--- src/rtl/voltage_digit_sequencer.sv ---
// voltage_digit_sequencer
// Takes one ADC sample per handshake and scales it to millivolts with a single
// registered multiply. It then splits the value into volts, tenths and
// hundredths digits by repeated subtraction (one step per cycle) and presents
// them with a valid/ready handshake. A holdoff counter throttles how often
// samples are accepted, so the display does not flicker.
module voltage_digit_sequencer #(
  parameter int ADC_BITS   = 12,
  parameter int VREF_MV    = 5000,
  parameter int UPDATE_DIV = 1
) (
  input  logic                clk,
  input  logic                rst_n,
  input  logic [ADC_BITS-1:0] s_data,
  input  logic                s_valid,
  output logic                s_ready,
  output logic [3:0]          d_int,
  output logic [3:0]          d_frac1,
  output logic [3:0]          d_frac2,
  output logic [15:0]         d_mv,
  output logic                d_valid,
  input  logic                d_ready,
  output logic                busy
);

  localparam int HW = (UPDATE_DIV > 1) ? $clog2(UPDATE_DIV) : 1;
  localparam int PW = ADC_BITS + 13;

  typedef enum logic [2:0] {
    IDLE = 3'd0,
    MUL  = 3'd1,
    THOU = 3'd2,
    HUND = 3'd3,
    TEN  = 3'd4,
    OUT  = 3'd5
  } state_t;

  state_t              state_r;
  state_t              state_s;
  logic [HW-1:0]       holdoff_r;
  logic [ADC_BITS-1:0] sample_r;
  logic [13:0]         rem_r;
  logic [13:0]         mv_r;
  logic [3:0]          dig0_r;
  logic [3:0]          dig1_r;
  logic [3:0]          dig2_r;

  logic                ready_s;
  logic                accept_s;
  logic [PW-1:0]       prod_s;
  logic [13:0]         mul_mv_s;

  // Handshake decode from registered state only; the full-scale product is truncated, not rounded.
  always_comb begin
    ready_s  = (state_r == IDLE) && (holdoff_r == {HW{1'b0}});
    accept_s = s_valid && ready_s;
    prod_s   = PW'(sample_r) * PW'(VREF_MV);
    mul_mv_s = 14'(prod_s >> ADC_BITS);
  end

  // Status outputs, decoded directly from registers.
  always_comb begin
    s_ready = ready_s;
    busy    = (state_r != IDLE);
  end

  // State register; reset aborts any conversion in flight.
  always_ff @(posedge clk or negedge rst_n) begin
    if (!rst_n) begin
      state_r <= IDLE;
    end else begin
      state_r <= state_s;
    end
  end

  // Next-state logic: each subtraction stage stays put while its place value still fits.
  always_comb begin
    state_s = state_r;
    case (state_r)
      IDLE:    if (accept_s) state_s = MUL;               else state_s = IDLE;
      MUL:     state_s = THOU;
      THOU:    if (rem_r >= 14'd1000) state_s = THOU;     else state_s = HUND;
      HUND:    if (rem_r >= 14'd100)  state_s = HUND;     else state_s = TEN;
      TEN:     if (rem_r >= 14'd10)   state_s = TEN;      else state_s = OUT;
      OUT:     if (d_ready) state_s = IDLE;               else state_s = OUT;
      default: state_s = IDLE;
    endcase
  end

  // Holdoff throttle: reload on accept, otherwise count down to zero in any state.
  always_ff @(posedge clk or negedge rst_n) begin
    if (!rst_n) begin
      holdoff_r <= {HW{1'b0}};
    end else if (accept_s) begin
      holdoff_r <= HW'(UPDATE_DIV - 1);
    end else if (holdoff_r != {HW{1'b0}}) begin
      holdoff_r <= holdoff_r - HW'(1);
    end else begin
      holdoff_r <= holdoff_r;
    end
  end

  // Datapath and registered outputs: capture, scale, digit extraction, result handshake.
  always_ff @(posedge clk or negedge rst_n) begin
    if (!rst_n) begin
      sample_r <= {ADC_BITS{1'b0}};
      rem_r    <= 14'd0;
      mv_r     <= 14'd0;
      dig0_r   <= 4'd0;
      dig1_r   <= 4'd0;
      dig2_r   <= 4'd0;
      d_int    <= 4'd0;
      d_frac1  <= 4'd0;
      d_frac2  <= 4'd0;
      d_mv     <= 16'd0;
      d_valid  <= 1'b0;
    end else begin
      case (state_r)
        IDLE: begin
          if (accept_s) sample_r <= s_data;
        end
        MUL: begin
          rem_r  <= mul_mv_s;
          mv_r   <= mul_mv_s;
          dig0_r <= 4'd0;
          dig1_r <= 4'd0;
          dig2_r <= 4'd0;
        end
        THOU: begin
          if (rem_r >= 14'd1000) begin
            rem_r  <= rem_r - 14'd1000;
            dig0_r <= dig0_r + 4'd1;
          end
        end
        HUND: begin
          if (rem_r >= 14'd100) begin
            rem_r  <= rem_r - 14'd100;
            dig1_r <= dig1_r + 4'd1;
          end
        end
        TEN: begin
          if (rem_r >= 14'd10) begin
            rem_r  <= rem_r - 14'd10;
            dig2_r <= dig2_r + 4'd1;
          end else begin
            // Units digit left in rem_r is intentionally dropped.
            d_int   <= dig0_r;
            d_frac1 <= dig1_r;
            d_frac2 <= dig2_r;
            d_mv    <= {2'b00, mv_r};
            d_valid <= 1'b1;
          end
        end
        OUT: begin
          if (d_ready) d_valid <= 1'b0;
        end
        default: begin
          d_valid <= 1'b0;
        end
      endcase
    end
  end

endmodule

--- config.mk ---
export PLATFORM = sky130hd
export DESIGN_NAME = voltage_digit_sequencer
export DESIGN_NICKNAME = d
export VERILOG_FILES = /design/src/rtl/voltage_digit_sequencer.sv
export SDC_FILE = /design/constraint.sdc
export NUM_CORES = 1
export LEC_CHECK = 0
export BUFFER_PORTS_ARGS = -buffer_cell sky130_fd_sc_hd__clkbuf_2
export CORE_MARGIN = 2
export CORE_UTILIZATION = 50
export CTS_CLUSTER_DIAMETER = 40
export DETAILED_ROUTE_END_ITERATION = 6
export PLACE_DENSITY = 0.75
export SETUP_SLACK_MARGIN = 0.05
export SKIP_LAST_GASP = 1
export SLEW_MARGIN = 20
export SYNTH_ARGS = -nofsm -noshare
export SYNTH_HDL_FRONTEND = slang
export SYNTH_SLANG_ARGS = --single-unit
--- constraint.sdc ---
create_clock -name clk -period 8.2 [get_ports clk]
set_input_delay 0.41 -clock clk [delete_from_list [all_inputs] [get_ports clk]]
set_output_delay 0.41 -clock clk [all_outputs]
set_load 0.02 [all_outputs]
== After elaboration in Yosys (flattened, before gate mapping) ==
Index checks and enable logic that the tools add are counted.

* Logic and storage cells: 74
* Register bits after elaboration: 81
* Output and inout bits: 31

* Order comparisons: 3
* Multipliers: 1
* Equal/unequal tests: 10
* Muxes and demuxes: 21
* Bitwise operators: 3
* Reduce and logical (&&, ||, !) cells: 16
* $add $sub $neg: 7

{| class="wikitable"
|+ Operators with widths
! kind !! number
|-
| one-hot mux 14 bit (4 select lines) || 1
|-
| 2-to-1 mux 14 bit || 3
|-
| one-hot mux 4 bit (2 select lines) || 3
|-
| multiplier 12 x 10 -> 22 bit (second input constant) || 1
|-
| one-hot mux 3 bit (6 select lines) || 1
|-
| >= comparator 14 x 10 -> 1 bit (second input constant) || 1
|-
| >= comparator 14 x 4 -> 1 bit (second input constant) || 1
|-
| >= comparator 14 x 7 -> 1 bit (second input constant) || 1
|-
| subtractor 14 x 10 -> 14 bit (second input constant) || 1
|-
| subtractor 14 x 4 -> 14 bit (second input constant) || 1
|-
| subtractor 14 x 7 -> 14 bit (second input constant) || 1
|-
| adder 4 x 1 -> 4 bit (second input constant) || 3
|-
| 2-to-1 mux 4 bit || 3
|-
| inequality test 2 bit (second input constant) || 5
|-
| AND reduction 2 bit || 5
|-
| 2-to-1 mux 1 bit || 7
|-
| equality test 3 x 2 -> 1 bit (second input constant) || 2
|-
| equality test 3 bit (second input constant) || 2
|-
| 2-to-1 mux 3 bit || 2
|-
| nonzero test 2 bit || 3
|-
| AND reduction 4 bit || 1
|-
| nonzero test 4 bit || 1
|-
| OR reduction 4 bit || 1
|-
| equality test 3 x 1 -> 1 bit (second input constant) || 1
|-
| other kinds (7) || 10
|}

== Longest topological paths before layout ==
* Word-level depth: 5
* Gate-level depth with buffers: 18
* Mapped depth without buffers: 18

== Least setup slack after synthesis ==
OpenSTA, ideal clock, no wires.

* Kind: flip-flop to flip-flop
* Start: register sample_r[4]
* End: register mv_r[11]
* Cell stages (with the launch flop): 19
* Arrival time: 4218 ps
* Setup slack: 3857 ps
* Data required time: 8075 ps
* Path buffers: 0
* Period minus slack after synthesis: 4343 ps
* Cell sequence: dfrtp_1 -> inv_1 -> fa_1 -> inv_1 -> ha_1 -> inv_1 -> fa_1 -> inv_1 -> ha_1 -> inv_1 -> fa_1 -> inv_1 -> ha_1 -> and3_1 -> o221ai_1 -> o211a_1 -> o31ai_1 -> xor2_1 -> mux2_2

* Cells in the longest elaborated chain, start to end: 1

{| class="wikitable"
|+ RTL lines
! item !! line !! RTL
|-
| from (decl) || 41 || <nowiki>logic [ADC_BITS-1:0] sample_r;</nowiki>
|-
| from (signal assigned) || 106 || <nowiki>sample_r <= {ADC_BITS{1'b0}};</nowiki>
|-
| from (signal assigned) || 120 || <nowiki>if (accept_s) sample_r <= s_data;</nowiki>
|-
| multiplier 12 x 10 -> 22 bit || 57 || <nowiki>prod_s = PW'(sample_r) * PW'(VREF_MV);</nowiki>
|-
| to (signal assigned) || 124 || <nowiki>mv_r <= mul_mv_s;</nowiki>
|-
| to (decl) || 43 || <nowiki>logic [13:0] mv_r;</nowiki>
|}

Every way passes these cells.
A chain may end at the register's enable or synchronous reset.

== Worst setup path in the final report ==
Same ends and word-level chain as after synthesis.

==> flow_metrics.env <==
export IMPL_status="finished clean"
export IMPL_die_w_um=114
export IMPL_cp_max_fo=5
export IMPL_port_buffers=43
export IMPL_ctsLongestPathBuffers=2
export IMPL_yosysWarnings=0
export IMPL_die_y_um=114
export IMPL_die_area_mm2=0.0129
export IMPL_tritoncts="done"
export IMPL_gr_total_overflow=0
export IMPL_worstPathArrival_ns=4.94
export IMPL_synth_edf_count=0
export IMPL_ys_seq_elements=80
export IMPL_start_kind="register"
export IMPL_routed_wl_um=14200
export IMPL_drc=0
export IMPL_antenna_found_initial=0
export IMPL_timing_final_ws_setup_ns=3.49
export IMPL_hold_viol=0
export IMPL_synth_area_leaders="dfrtp_1, ha_1, fa_1"
export IMPL_grt_total_usage_pct=23.6
export IMPL_tns_ns=0
export IMPL_grt_max_degree=81
export IMPL_slew_headroom_pct=42.7
export IMPL_hold_buffers=0
export IMPL_antenna_cells=0
export IMPL_drt_iter0_drc=285
export IMPL_hpwl_um=10700
export IMPL_firstDrtPassIters=7
export IMPL_r2r_end="mv_r[11]"
export IMPL_clkLatencyLatePin_ns=0.35
export IMPL_postRouteAntennaNets=0
export IMPL_synth_cell_type_count=68
export IMPL_setup_viol=0
export IMPL_wl_per_cell_um=17.4
export IMPL_dp_slack_ns=3.51
export IMPL_initial_utilization_pct=50.6
export IMPL_core_area_mm2=0.0119
export IMPL_r2r_cells=18
export IMPL_grt_pass1_wl_um=23700
export IMPL_hold_path_class="in2async"
export IMPL_cp_end_kind="register"
export IMPL_first_global_vias=4806
export IMPL_syn_inst=637
export IMPL_fmaxAchievable_ghz=0.212
export IMPL_numCtsBuffers=9
export IMPL_path_class="reg2reg"
export IMPL_layout_drive_gt1_share_pct=15.3
export IMPL_cts_sinks=80
export IMPL_maxCapViolCount=0
export IMPL_rr_startpoint="sample_r[4]"
export IMPL_r2r_slack_ns=3.49
export IMPL_worst_pin_slew_ns=0.859
export IMPL_cp_required_ns=8.43
export IMPL_clockRootBuffer="clkbuf_16"
export IMPL_fin_crit_ns=4.71
export IMPL_htreeDepth=3
export IMPL_rsz0062_at_grt="no"
export IMPL_clock_skew_ns=0.00806
export IMPL_ios=47
export IMPL_syn_area_mm2=0.00603
export IMPL_cts_setup_buffers=0
export IMPL_gp_congestion=0.911
export IMPL_yosysSeqAreaShare_pct=33.2
export IMPL_async_flop_share_pct=100
export IMPL_viasPerCell=5.77
export IMPL_via_count=4727
export IMPL_rows=40
export IMPL_fin_nets=772
export IMPL_yosysTopAreaCellShare_pct=33.2
export IMPL_ctsResizeCount=0
export IMPL_min_period_over_period_pct=57.4
export IMPL_synth_flop_cell="dfrtp_1"
export IMPL_yosys_area_top_type="dfrtp_1"
export IMPL_area_delta_synth_final_pct=9.63
export IMPL_final_max_slew_violation_count=0
export IMPL_clkTransAtPathRegs_ns=0.07
export IMPL_synth_area_per_cell_um2=9.46
layer usage:
layer | vias up | wire length, µm | global-route usage, %
li1 | 2270 | - | -
met1 | 2289 | 6260 | 30.0
met2 | 141 | 7000 | 39.6
met3 | 27 | 629 | 5.26
met4 | 0 | 344 | 8.78
met5 | - | 0 | 0
stage by stage:
stage          hold WS (ns)  cells  area, µm²  utilization [%]
6_report              0.111    819       6610             55.5
5_1_grt               0.162    819       6610             55.5
4_1_cts               0.257    819       6600             55.4
3_5_place_dp          0.475    803       6310             53.0
3_3_place_gp          0.469    803       6310             53.0
2_1_floorplan         0.114    639       6030                -
layout make-up:
type / count / area [µm²]
fillers: 1048 / 5300
repair buffers: 46 / 244
flip-flops and latches: 80 / 2000
well taps: 147 / 184
inverters: 78 / 293
multi-input cells: 452 / 3600
clock inverters: 7 / 63.8
clock buffers: 9 / 225
Yosys cell counts, types with 3 or more instances:
cell type	number
dfrtp_1	80
inv_1	78
ha_1	67
nand2_1	66
o21ai_0	43
nor2_1	35
mux2_2	26
a21oi_1	24
fa_1	22
clkbuf_1	15
nand3_1	11
xor2_1	11
o22ai_1	9
xnor2_1	8
mux2i_1	7
nor3_1	7
a21o_1	6
buf_2	6
nand4_1	6
nor2b_1	6
a211oi_1	5
a31oi_1	5
buf_4	5
nor3b_1	5
or3_1	5
and4_1	4
o211ai_1	4
o21a_1	4
o31ai_1	4
a32oi_1	3
and2_1	3
nand2b_1	3
nor4_1	3
o221a_2	3
o22a_1	3
kinds of logic (layout without fill, tap and decap cells):
group	Yosys count	count (layout)	synth area share, %
buffers and inverters	107	140	7.25
DFF	80	80	33.2
muxes	33	33	6.02
adders and majority gates	89	89	21.2
xor gates and xnor gates	19	19	2.76
and+or+nand+nor	166	166	13.7
other	1	3	0.0622
AOI/OAI and AO/OA	142	142	15.8
critical path, stage by stage, from the launching register on:
cell and delay (ns):
dfrtp_1 0.39, inv_1 0.13, fa_1 0.56, inv_1 0.05, ha_1 0.27, inv_1 0.06, fa_1 0.54, inv_1 0.04
ha_1 0.26, inv_1 0.05, fa_1 0.49, inv_1 0.04, ha_1 0.36, and3_1 0.20, o221ai_1 0.17, o211a_1 0.29
o31ai_1 0.27, xor2_1 0.13, mux2_2 0.28
worst max path at each step:
stage / from / endpoint / slack [ns] / cells past startpoint
after floorplan: sample_r[4] / mv_r[11] / 3.86 / 18
after global placement: sample_r[4] / mv_r[11] / 3.69 / 18
after detailed placement: sample_r[4] / mv_r[11] / 3.51 / 18
after CTS: sample_r[4] / mv_r[11] / 3.49 / 18
after global routing: sample_r[4] / rem_r[8] / 3.23 / 18
final: sample_r[4] / mv_r[11] / 3.49 / 18
flip-flops by register name (all words and copies together), names as in the netlist, 4 cells and up:
name,cells
dig0_r,4
dig1_r,4
d_mv,13
d_frac2,4
d_frac1,4
dig2_r,4
mv_r,13
rem_r,14
d_int,4
sample_r,12
layout by cell type (no fill, tap or decap), types with 7 or more instances in the layout:
cell and n:
o21ai_0 43, clkbuf_16 9, xnor2_1 8, nand2_1 66, mux2_2 26, ha_1 67
fa_1 22, nor3_1 7, inv_1 78, dfrtp_1 80, a21oi_1 24, nor2_1 35
o22ai_1 9, clkbuf_2 42, xor2_1 11, nand3_1 11, mux2i_1 7
Power is not shown: default switching activity piles up to over one toggle a cycle in this logic, so the estimate is an artifact.
